--- config.mk ---
export PLATFORM = sky130hd
export DESIGN_NAME = alu_iter_exec
export DESIGN_NICKNAME = d
export VERILOG_FILES = /design/src/rtl/alu_iter_exec.sv
export SDC_FILE = /design/constraint.sdc
export NUM_CORES = 1
export LEC_CHECK = 0
export ABC_AREA = 1
export CAP_MARGIN = 20
export CORE_UTILIZATION = 50
export DETAILED_ROUTE_END_ITERATION = 12
export DONT_BUFFER_PORTS = 1
export RECOVER_POWER = 50
export SLEW_MARGIN = 30
export SYNTH_ARGS = -nofsm -noshare
export SYNTH_HDL_FRONTEND = slang
export SYNTH_SLANG_ARGS = --single-unit
export TNS_END_PERCENT = 5
--- constraint.sdc ---
create_clock -name clk -period 11.75 [get_ports clk]
set_input_delay 2.9375 -clock clk [delete_from_list [all_inputs] [get_ports clk]]
set_output_delay 2.9375 -clock clk [all_outputs]
set_load 0.005 [all_outputs]
--- src/rtl/alu_iter_exec.sv ---
// Iterative ALU: single-cycle add/sub/and/or and a bit-serial shift-left
// that takes one cycle per shift position. Valid/ready handshake on both sides.
module alu_iter_exec #(
  parameter int unsigned WIDTH = 64
) (
  input  logic             clk,
  input  logic             reset,
  input  logic             in_valid,
  output logic             in_ready,
  input  logic [3:0]       op,
  input  logic [WIDTH-1:0] a,
  input  logic [WIDTH-1:0] b,
  output logic             out_valid,
  input  logic             out_ready,
  output logic [WIDTH-1:0] result,
  output logic             zero,
  output logic             illegal
);

  localparam int unsigned SHAMT_W = $clog2(WIDTH);

  localparam logic [3:0] OpAdd = 4'b0010;
  localparam logic [3:0] OpSub = 4'b0110;
  localparam logic [3:0] OpAnd = 4'b0000;
  localparam logic [3:0] OpOr  = 4'b0001;
  localparam logic [3:0] OpSll = 4'b1000;

  typedef enum logic [1:0] {StIdle, StShift, StDone} state_e;

  state_e             state_q;
  logic [WIDTH-1:0]   acc_q;
  logic [SHAMT_W-1:0] cnt_q;
  logic [WIDTH-1:0]   result_q;
  logic               zero_q;
  logic               illegal_q;

  logic [WIDTH-1:0]   alu_res;
  logic               alu_ill;
  logic [SHAMT_W-1:0] shamt;
  logic [WIDTH-1:0]   acc_shl;

  assign shamt   = b[SHAMT_W-1:0];
  assign acc_shl = {acc_q[WIDTH-2:0], 1'b0};

  // Single-cycle result; an sll reaching here has a zero shift amount, so it passes a through.
  always_comb begin
    alu_res = '0;
    alu_ill = 1'b0;
    case (op)
      OpAdd:   alu_res = a + b;
      OpSub:   alu_res = a - b;
      OpAnd:   alu_res = a & b;
      OpOr:    alu_res = a | b;
      OpSll:   alu_res = a;
      default: alu_ill = 1'b1;
    endcase
  end

  // Control FSM plus result/accumulator registers; reset overrides everything.
  always_ff @(posedge clk) begin
    if (reset) begin
      state_q   <= StIdle;
      acc_q     <= '0;
      cnt_q     <= '0;
      result_q  <= '0;
      zero_q    <= 1'b0;
      illegal_q <= 1'b0;
    end else begin
      unique case (state_q)
        StIdle: begin
          if (in_valid) begin
            if (op == OpSll && shamt != '0) begin
              acc_q   <= a;
              cnt_q   <= shamt;
              state_q <= StShift;
            end else begin
              result_q  <= alu_res;
              zero_q    <= (alu_res == '0);
              illegal_q <= alu_ill;
              state_q   <= StDone;
            end
          end
        end
        StShift: begin
          acc_q <= acc_shl;
          cnt_q <= cnt_q - 1'b1;
          // Final shift writes the shifted value straight into the result register.
          if (cnt_q == SHAMT_W'(1)) begin
            result_q  <= acc_shl;
            zero_q    <= (acc_shl == '0);
            illegal_q <= 1'b0;
            state_q   <= StDone;
          end
        end
        StDone: begin
          if (out_ready) begin
            state_q <= StIdle;
          end
        end
        default: state_q <= StIdle;
      endcase
    end
  end

  assign in_ready  = (state_q == StIdle);
  assign out_valid = (state_q == StDone);
  assign result    = result_q;
  assign zero      = zero_q;
  assign illegal   = illegal_q;

endmodule

==> run metrics <==
status=complete, but fails checks; failing checks=max-capacitance violations, max-slew violations; WL per Instance=around 22 microns; # IOs=204; Core Util, Final=approximately 54%; initial antenna violation count=1; synthesized instance count=2821; Seq/Total Area, Yosys=17.8%; synth warn=0; Crit path largest cell delay=around 460 ps; Most used DFF post-synth=dfxtp_1; Clock Latency Late Sink=420 ps; leading area contributor after synthesis=nand2_1; crit start category=primary input; crit path max-delay cell type=buf_4; most common library cells after synthesis=nand2_1, inv_1, nor2_1, o21ai_0, nand3_1; largest cells by area after synthesis=nand2_1, dfxtp_1, inv_1, o21ai_0, nor2_1; top-count cell post-synth=nand2_1; synthesized cell area=~0.015 sq mm; gp weighted congestion=1.04; Worst slew margin=-4.01%; Post-CTS Hold Buffers=0; post-layout min period=approximately 7700 ps; highest clock rate=~0.13 GHz; net count after synthesis=between 3000 and 4000; CTS tree=yes; Initial DRC Count=between 2000 and 2500; Arr. time, crit path=between 8000 and 9000 ps; critical path class=primary input to flip-flop; Final Skew=approximately 11 ps; row cnt=63; fin crit share=between 60% and 70%; Worst-path clk slew=60 ps; CTS Buf Count=17; Root Buffer=clkbuf_16; worst hold-check path type=flip-flop to flip-flop; fraction of layout instances using a drive strength above 1=under 10%; Worst setup EP type=flip-flop; HPWL after DPL=54600 microns; FILL cells=~3300; Max H-tree Level=4; slew at the pin closest to its max-slew limit=1550 ps; Max VDD drop=roughly 220 uV; Post-route DRC=0; unrepaired setup endpoints after global routing=no; GRT overflow=0; post-route insts no fill=between 3000 and 4000; Leak=between 8 and 9 nW; number of synthesized flops with an enable pin=0; pin count of the biggest net entering global routing=between 100 and 150; pwr/cell area=around 150 mW/mm^2; setup TNS=0 ps; Total Wirelength=~69000 microns; WHS=about 470 ps; Final Instance Area=between 0.015 and 0.02 sq mm; drt via density=~6; CP max FO=40; Die H=177 microns; Detailed Routing Iterations Pass 1=6; Worst EP required=12110 ps; Placed Instances=3124; Tot GR Track Use=a little over two fifths; post_cts resized=0; Max Cap Viol=1; final hold vios=0; CP dominant cell by count=nand2_1; post-CTS setup buffer count=0; initial core utilization=between 50% and 60%; core region area=between 0.02 and 0.03 sq mm; Reg2Reg Setup Slack=approximately 8200 ps; final-report setup violation count=0; max-slew violation count=17; Final #Nets=2958; port buffer count=0; antenna-violating nets left=0; Post-Syn Area per Cell=5.45 sq um; number of clock sinks=~140; #FFs+latches synth=137; global-route wire length before repair=slightly above 100000 microns; synth-to-layout area growth=4.30%; Yosys cell types=between 50 and 60; via count=approximately 19000; Die ar.=~0.031 sq mm; Die W=between 150 and 200 microns; vias in the first global route=around 17000; Synth top area share=between 20% and 30%; post-placement cell area=~0.016 sq mm; Async S/R FF share, synth=0%; Clock Path Buffers=2
[power by group]
group	internal, mW	switching, mW	total, mW	leakage, nW
combinational	0.306	0.731	1.04	6.72
sequential	0.643	0.149	0.793	1.12
clock	0.294	0.210	0.505	0.265
total	1.24	1.09	2.33	8.11
[final timing paths]
path | to | cells after the start | start
min | result[3] | 2 | result[3]
min reg2reg | result[3] | 2 | result[3]
max | zero | 30 | op[0]
max reg2reg | acc_q[25] | 9 | state_q[1]
[flip-flops by register name (all words and copies together), names as in the netlist]
signal,flops
zero,1
illegal,1
state_q,2
cnt_q,6
result,64
acc_q,63
[cell type report]
class                           instances  area, sq um  area share [%]
Clock inverter                         11          100           0.624
Timing Repair Buffer                    9         71.3           0.445
Antenna cell                            1         2.50          0.0156
Tap cell                              390          488            3.04
Inverter                              473         1780            11.1
Multi-Input combinational cell       2115        10400            64.9
Clock buffer                           19          443            2.76
Sequential cell                       137         2740            17.1
[routing by layer]
metal / global-route usage (%) / vias up / share of wire (%)
met5: 0 / - / 0.019
met4: 18.6 / 2 / 4.4
met3: 13.8 / 186 / 14
met2: 63.6 / 1149 / 41
met1: 56.4 / 8605 / 41
li1: - / 8943 / -
[logic make-up (layout without fill, tap and decap cells)]
logic type | after synthesis | count (layout) | synth area share, %
AOI/OAI and AO/OA | 538 | 538 | 19.4
xor gates and xnor gates | 63 | 63 | 3.59
adders and majority gates | 69 | 69 | 5.66
buffers and inverters | 569 | 512 | 14.4
DFF | 137 | 137 | 17.8
other | 0 | 1 | 0
and+or+nand+nor | 1445 | 1445 | 39.0
[worst max-delay path: cells and delay by family]
| kind | cells | cell delay, ps |
|---|---|---|
| XOR/XNOR | 1 | 200 |
| AO/OA/AOI/OAI | 3 | 750 |
| adder cells (fa/ha/maj) | 1 | 390 |
| AND/OR/NAND/NOR | 20 | 2740 |
| buffers and inverters | 5 | 1000 |
[stage by stage]
| step | setup slack [ps] | total power, mW |
|---|---|---|
| floorplan | 5410 | 1.51 |
| global placement | 3800 | 1.79 |
| detailed placement | 3850 | 1.80 |
| CTS | 4260 | 2.31 |
| global route | 3880 | 2.49 |
| finish | 4040 | 2.33 |
[cell usage in the layout (no fill, tap or decap), types with 17 or more instances in the layout]
cell	Yosys	layout
nand2_1	912	913
inv_1	464	463
nor2_1	255	256
o21ai_0	247	247
nand3_1	151	152
dfxtp_1	137	137
a31oi_1	117	117
a21oi_1	108	108
ha_1	68	68
xor2_1	56	56
nand4_1	33	33
nor4_1	29	29
nor3_1	23	23
clkbuf_16	0	17
Power figures use the tool's default switching activity.
